File: config.mk
export PLATFORM = sky130hd
export DESIGN_NAME = sram_port_arbiter
export DESIGN_NICKNAME = d
export VERILOG_FILES = /design/src/rtl/sram_port_arbiter.sv
export SDC_FILE = /design/constraint.sdc
export NUM_CORES = 1
export LEC_CHECK = 0
export CORE_AREA = 2 2 137 139
export CTS_CLUSTER_DIAMETER = 200
export DETAILED_ROUTE_END_ITERATION = 8
export DIE_AREA = 0 0 139 141
export GPL_TIMING_DRIVEN = 0
export PLACE_DENSITY = 0.52
export SETUP_SLACK_MARGIN = 0.05
export SYNTH_ARGS = -nofsm -noshare
export SYNTH_HDL_FRONTEND = slang
export SYNTH_SLANG_ARGS = --single-unit
export TNS_END_PERCENT = 5
File: constraint.sdc
create_clock -name clk -period 7 [get_ports clk]
set_input_delay 1.75 -clock clk [delete_from_list [all_inputs] [get_ports clk]]
set_output_delay 1.75 -clock clk [all_outputs]
set_load 0.02 [all_outputs]
File: src/rtl/sram_port_arbiter.sv
// Two-master arbiter sharing the base and ext board SRAMs between the IF-stage fetch
// port and the MEM-stage data port. Grants are combinational, read data returns one
// cycle after the grant, and a starvation counter guarantees fetch forward progress.
module sram_port_arbiter #(
  parameter int unsigned SEL_BIT    = 22,
  parameter int unsigned AW         = 20,
  parameter int unsigned MAX_STARVE = 3
) (
  input  logic          clk,
  input  logic          resetn,
  // Fetch port (read only)
  input  logic          if_req,
  input  logic [31:0]   if_addr,
  output logic          if_gnt,
  output logic          if_rvalid,
  output logic [31:0]   if_rdata,
  // Data port
  input  logic          mem_req,
  input  logic [3:0]    mem_we,
  input  logic [31:0]   mem_addr,
  input  logic [31:0]   mem_wdata,
  output logic          mem_gnt,
  output logic          mem_rvalid,
  output logic [31:0]   mem_rdata,
  // Base RAM
  output logic          base_en,
  output logic [3:0]    base_we,
  output logic [AW-1:0] base_addr,
  output logic [31:0]   base_wdata,
  input  logic [31:0]   base_rdata,
  // Ext RAM
  output logic          ext_en,
  output logic [3:0]    ext_we,
  output logic [AW-1:0] ext_addr,
  output logic [31:0]   ext_wdata,
  input  logic [31:0]   ext_rdata
);

  localparam logic [3:0] MaxStarve = 4'(MAX_STARVE);

  logic          tgt_if;
  logic          tgt_mem;
  logic          conflict;
  logic          if_pri;
  logic [AW-1:0] if_waddr;
  logic [AW-1:0] mem_waddr;
  logic          mem_is_read;

  logic [3:0]    starve_q, starve_d;
  logic          if_rvalid_q, if_src_q;
  logic          mem_rvalid_q, mem_src_q;

  // Address bits above the select bit and the byte offset never reach the RAMs.
  logic          unused_addr_bits;
  assign unused_addr_bits = ^{if_addr[31:SEL_BIT+1], if_addr[1:0],
                              mem_addr[31:SEL_BIT+1], mem_addr[1:0]};

  assign tgt_if      = if_addr[SEL_BIT];
  assign tgt_mem     = mem_addr[SEL_BIT];
  assign if_waddr    = if_addr[SEL_BIT-1:2];
  assign mem_waddr   = mem_addr[SEL_BIT-1:2];
  assign mem_is_read = (mem_we == 4'b0000);

  // Grant decode: MEM wins a same-RAM conflict unless fetch has starved long enough.
  // Nothing is granted while reset is asserted.
  always_comb begin
    conflict = if_req & mem_req & (tgt_if == tgt_mem);
    if_pri   = (starve_q == MaxStarve);
    if_gnt   = resetn & if_req  & ~(conflict & ~if_pri);
    mem_gnt  = resetn & mem_req & ~(conflict & if_pri);
  end

  // Starvation counter next state: clear on fetch grant, saturating count on denial.
  always_comb begin
    starve_d = starve_q;
    if (if_gnt) begin
      starve_d = 4'd0;
    end else if (if_req && (starve_q != MaxStarve)) begin
      starve_d = starve_q + 4'd1;
    end
  end

  // RAM drive: each RAM follows whichever granted requester targets it, else idles at 0.
  always_comb begin
    base_en    = 1'b0;
    base_we    = 4'b0000;
    base_addr  = '0;
    base_wdata = 32'h0;
    ext_en     = 1'b0;
    ext_we     = 4'b0000;
    ext_addr   = '0;
    ext_wdata  = 32'h0;
    if (if_gnt) begin
      if (tgt_if) begin
        ext_en    = 1'b1;
        ext_addr  = if_waddr;
      end else begin
        base_en   = 1'b1;
        base_addr = if_waddr;
      end
    end
    // Arbitration guarantees the two grants never share a RAM.
    if (mem_gnt) begin
      if (tgt_mem) begin
        ext_en     = 1'b1;
        ext_we     = mem_we;
        ext_addr   = mem_waddr;
        ext_wdata  = mem_wdata;
      end else begin
        base_en    = 1'b1;
        base_we    = mem_we;
        base_addr  = mem_waddr;
        base_wdata = mem_wdata;
      end
    end
  end

  // Starvation counter register.
  always_ff @(posedge clk or negedge resetn) begin
    if (!resetn) begin
      starve_q <= 4'd0;
    end else begin
      starve_q <= starve_d;
    end
  end

  // Response tracking: remember which RAM each granted read went to. Stores get no rvalid.
  always_ff @(posedge clk or negedge resetn) begin
    if (!resetn) begin
      if_rvalid_q  <= 1'b0;
      if_src_q     <= 1'b0;
      mem_rvalid_q <= 1'b0;
      mem_src_q    <= 1'b0;
    end else begin
      if_rvalid_q  <= if_gnt;
      if_src_q     <= tgt_if;
      mem_rvalid_q <= mem_gnt & mem_is_read;
      mem_src_q    <= tgt_mem;
    end
  end

  // Read data return: steer the RAM that served the read, zero when not valid.
  always_comb begin
    if_rvalid  = if_rvalid_q;
    mem_rvalid = mem_rvalid_q;
    if_rdata   = 32'h0;
    mem_rdata  = 32'h0;
    if (if_rvalid_q) begin
      if_rdata = if_src_q ? ext_rdata : base_rdata;
    end
    if (mem_rvalid_q) begin
      mem_rdata = mem_src_q ? ext_rdata : base_rdata;
    end
  end

  // A RAM is never claimed by both ports in the same cycle.
  a_no_double_grant: assert property (@(posedge clk) disable iff (!resetn)
    !(if_gnt && mem_gnt && (tgt_if == tgt_mem)));

  // A starved fetch always wins within one cycle of reaching the limit.
  a_if_progress: assert property (@(posedge clk) disable iff (!resetn)
    (if_req && starve_q == MaxStarve) |-> if_gnt);

endmodule
## Word-level counts from Yosys, hierarchy flattened

Cells that the tools add are included.

| word-level totals | value |
|---|---|
| logic and storage cells | 54 |
| output and inout port bits | 182 |
| register bits | 8 |

| operators by class | value |
|---|---|
| $add $sub $neg | 1 |
| bitwise logic cells | 12 |
| reduce and logical (&&, ||, !) cells | 3 |
| equal/unequal tests | 3 |
| mux-type cells | 30 |

Operator list:

| cell | count |
|---|---|
| $mux W32 | 8 |
| $mux W20 | 8 |
| $mux W4 | 6 |
| $and A1 B1 Y1 | 9 |
| $mux W1 | 8 |
| $add A4 B1 Y4 const B | 1 |
| $eq A4 B2 Y1 const B | 1 |
| $logic_not A4 Y1 | 1 |
| $ne A4 B2 Y1 const B | 1 |
| $not A1 Y1 | 3 |
| $reduce_bool A2 Y1 | 1 |
| $eq A1 B1 Y1 | 1 |
| $logic_and A1 B1 Y1 | 1 |

## Longest topological paths before layout

| logic depth | value |
|---|---|
| depth in word-level cells | 8 |
| gate-level depth with buffers | 6 |
| mapped depth without buffers | 4 |

## Worst setup path before layout

No wires, ideal clock.

| timing | value |
|---|---|
| kind | input to output |
| start | input port mem_req |
| end | output port ext_wdata[10] |
| arrival time | 2,918 ps |
| buffers on the path | 3 |
| stages | 6 |
| path slack | 2,332 ps |
| required time | 5,250 ps |
| cell sequence | clkbuf_2 nand2_1 a211oi_2 buf_2 clkbuf_2 and2_1 |

| between the ends | value |
|---|---|
| word-level cells in the longest chain between the ends | 6 |

Ends and longest elaborated chain:

| item | line | source |
|---|---|---|
| start, declared | 18 | `input logic mem_req,` |
| $and A1 B1 Y1 (2 in series) | 67 | `conflict = if_req & mem_req & (tgt_if == tgt_mem);` |
| $and A1 B1 Y1 | 70 | `mem_gnt = resetn & mem_req & ~(conflict & if_pri);` |
| $not A1 Y1 | 70 |  |
| $and A1 B1 Y1 (*) | 70 |  |
| $mux W32 (*) | 103 | `if (mem_gnt) begin` |
| end, declared | 35 | `output logic [31:0] ext_wdata,` |

Mark *: on every way between the ends. The rest lies on a longest branch, timed or not.

## Worst setup path after layout

| timing | value |
|---|---|
| start | input port resetn |
| end | output port ext_we[1] |

| between the ends | value |
|---|---|
| word-level cells in the longest chain between the ends | 3 |

Ends and longest elaborated chain:

| item | line | source |
|---|---|---|
| start, declared | 10 | `input logic resetn,` |
| $and A1 B1 Y1 (2 in series) | 70 |  |
| $mux W4 | 103 |  |
| end, declared | 33 | `output logic [3:0] ext_we,` |

Every way passes these cells.

==> flow_summary.toml <==
[worst_setup_path]
cp-end-kind = "output pin"
crit_fanout = 14
cp_slowest_cell = "clkdlybuf4s50_1"
ff2ff_path_depth = 5
crit_type = "in2out"
r2r-start = "starve_q[0]"
crit_chain = "clkdlybuf4s50_1, nand2_1, a211oi_2, buf_2, clkbuf_2, and2_1, clkdlybuf4s50_1"
r2r_end = "starve_q[3]"
critPathMaxStageDelay_ns = 0.83
cp.arrival_ns = 4.55
critical_path_buf_inv_count = 4
rrSetupSlack_ns = 5.26
cp_top_family = "buffers and inverters"
cpMostUsedCell = "clkdlybuf4s50_1"
required_ns = 5.25
start_kind = "primary input"

[min_path]
hold-path-cell-count = 2
worstHoldStart = "starve_q[1]"
worstHoldEndpoint = "starve_q[1]"
hold_class = "reg2reg"

[synthesis]
yosysSeqAreaShare_pct = 7.707
syn_area_per_cell_sq_um = 8.067
synth_area_leaders = "mux2i_1 26%, and2_1 18%, nor2b_1 16%"
synth_nets = 491
ys.flop_type = "dfrtp_1"
syn_area_sq_mm = 0.002597
synth_seq_cells = 8
synth_edf_count = 0
yosysMostFrequentCell = "and2_1"
yosysTopAreaCellShare_pct = 25.82
ys_warn_count = 0
yosysUniqueCellTypes = 31
yosysTopAreaCell = "mux2i_1"
async_flop_share_pct = 100.0
synth_common_cells = "74 x and2_1, 67 x mux2i_1, 65 x nor2b_1"
synthCells = 322

[floorplan]
core_area_sq_mm = 0.01827
ios = 350
initial_core_util_pct = 14.22
die_area_sq_mm = 0.01960
die_w_um = 139
fp-row-count = 50
die_y_um = 141

[drt]
via_per_inst = 4.171
first_pass_iters = 4
vias = 3691
wl_mm = 14.27
ant_nets = 0
drt_first_iter_violations = 100
drc = 0
avgRoutedWirePerCell_um = 16.12

[power]
clkPwrFrac_pct = 18.7
seqPwrFrac_pct = 11.6
p_comb_share_pct = 69.7
p_leak_nw = 2.461
power.density_cell_area_mw_per_mm2 = 82.74
switching_power_mw = 0.1897
internal_power_mw = 0.3257
ir_drop_mv = 0.07320
swShare_pct = 36.81

[global_routing]
groute.usage.overall_pct = 13.52
grt_pass1_wl_mm = 21.64
grt_overflow = 0
antenna_found_initial = 0
grt_max_degree = 15
grt_pass1_vias = 3802

[cts]
clkTransAtPathRegs_ns = 0.04
htreeDepth = 1
clock-root-buffer = "clkbuf_16"
hold_buffers = 0
clock-sinks = 8
cts_tree = "built"
cts-resized-gates = 0
cts_buffers = 3
cts_buffer_depth = 2
clock_latency_ns = 0.23
cts_setup_buffers = 0

[flow_run]
drv_cap = 0

[cells_and_area]
areaGrowthSynthToFinish_pct = 139.8
fill_cells = 1872
final_layout_size_suffix_gt1_share_pct = 10.75
fin_area_sq_mm = 0.006228
layout.nets = 822
antennaDiodeCount = 0

[sta]
finClkSkew_ns = 0.005547
finalHoldViolCount = 0
setup_violations = 0
finalCriticalPeriod_ns = 6.302
finalCritPeriodShare_pct = 90.03
setup_slack_ns = 0.6979
slew_headroom_pct = 62.34
rsz0062_at_grt = "no"
tns_ns = 0
fmax_mhz = 158.7
tightest_slew_ns = 0.5632
drv_slew = 0

[placed_design]
dp_hpwl_mm = 12.10
gp_congestion = 0.8102
pre_cts_slack_ns = 0.6569
place.port_buffers = 326
placement.cell_area_sq_mm = 0.006153

[run_status]
status = "finished, final reports clean"
## how the worst max path moves through the flow
stage	startpoint	end	slack, ns	cells after the start
floorplan	mem_req	ext_wdata[10]	2.33	6
global placement	resetn	base_wdata[30]	0.76	7
detailed placement	resetn	ext_we[1]	0.66	7
CTS	resetn	ext_we[1]	0.64	7
global route	resetn	ext_we[1]	0.49	7
finish	resetn	ext_we[1]	0.70	7
## sequential cells by signal, indices dropped and copies added, names as in the netlist
signal,cells
if_rvalid,1
if_src_q,1
mem_rvalid,1
mem_src_q,1
starve_q,4
## tightest hold or removal path, stage by stage, from the launching register on
cell	delay, ns
dfrtp_1	0.40
inv_1	0.06
o221ai_1	0.10
## cells in the final DEF, fill, tap and decap left out, types with 2 or more instances in the layout
cell               n
clkdlybuf4s50_1  326
and2_1            74
mux2i_1           67
nor2b_1           65
a22o_2            39
clkbuf_1          12
buf_2              8
dfrtp_1            8
clkbuf_2           7
inv_1              6
buf_6              5
nand2_1            3
a31oi_1            3
nand4_1            3
clkbuf_16          3
a211oi_2           2
a311oi_4           2
or2_2              2
o221ai_1           2
## power by group through the flow
| stage | clock network [mW] | registers, mW | logic [mW] |
|---|---|---|---|
| floorplan | 0 | 0.0586 | 0.165 |
| detailed placement | 0 | 0.0601 | 0.360 |
| global placement | 0 | 0.0597 | 0.355 |
| finish | 0.0965 | 0.0596 | 0.359 |
| CTS | 0.0990 | 0.0596 | 0.362 |
| global route | 0.103 | 0.0608 | 0.384 |
## stage by stage
step | utilization (%) | hold slack (ns) | power [mW] | std cells
floorplan | - | 0.5748 | 0.2237 | 322
global placement | 33.68 | 0.6073 | 0.4147 | 882
detailed placement | 33.68 | 0.6302 | 0.4199 | 882
CTS | 34.10 | 0.6371 | 0.5205 | 885
global route | 34.10 | 0.6759 | 0.5485 | 885
finish | 34.10 | 0.6300 | 0.5153 | 885
## cell families after synthesis
group                    Yosys count  share of synthesized area (%)
AND/OR/NAND/NOR                  154                          36.99
multiplexers                      67                          25.82
adder cells (fa/ha/maj)            1                         0.4816
XOR/XNOR                           1                         0.3372
AO/OA/AOI/OAI                     52                          20.47
flip-flops                         8                          7.707
buffers and inverters             39                          8.188
## cell type report
type	count	area, sq um	share of cell area (%)
tap	234	292.8	4.701
sequential	8	200.2	3.214
buffer	33	190.2	3.053
multi-input combinational	275	2185	35.07
timing repair buffer	326	3263	52.39
inverter	6	22.52	0.3616
clock buffer	3	75.07	1.205
## per-layer routing
metal / vias up / share of wire, % / track usage, %
li1: 1790 / - / -
met1: 1719 / 42 / 16.54
met2: 169 / 51 / 24.71
met3: 13 / 6.2 / 2.887
met4: 0 / 1.1 / 2.286
met5: - / 0 / 0
No activity file was read; power rests on OpenSTA's default activity.
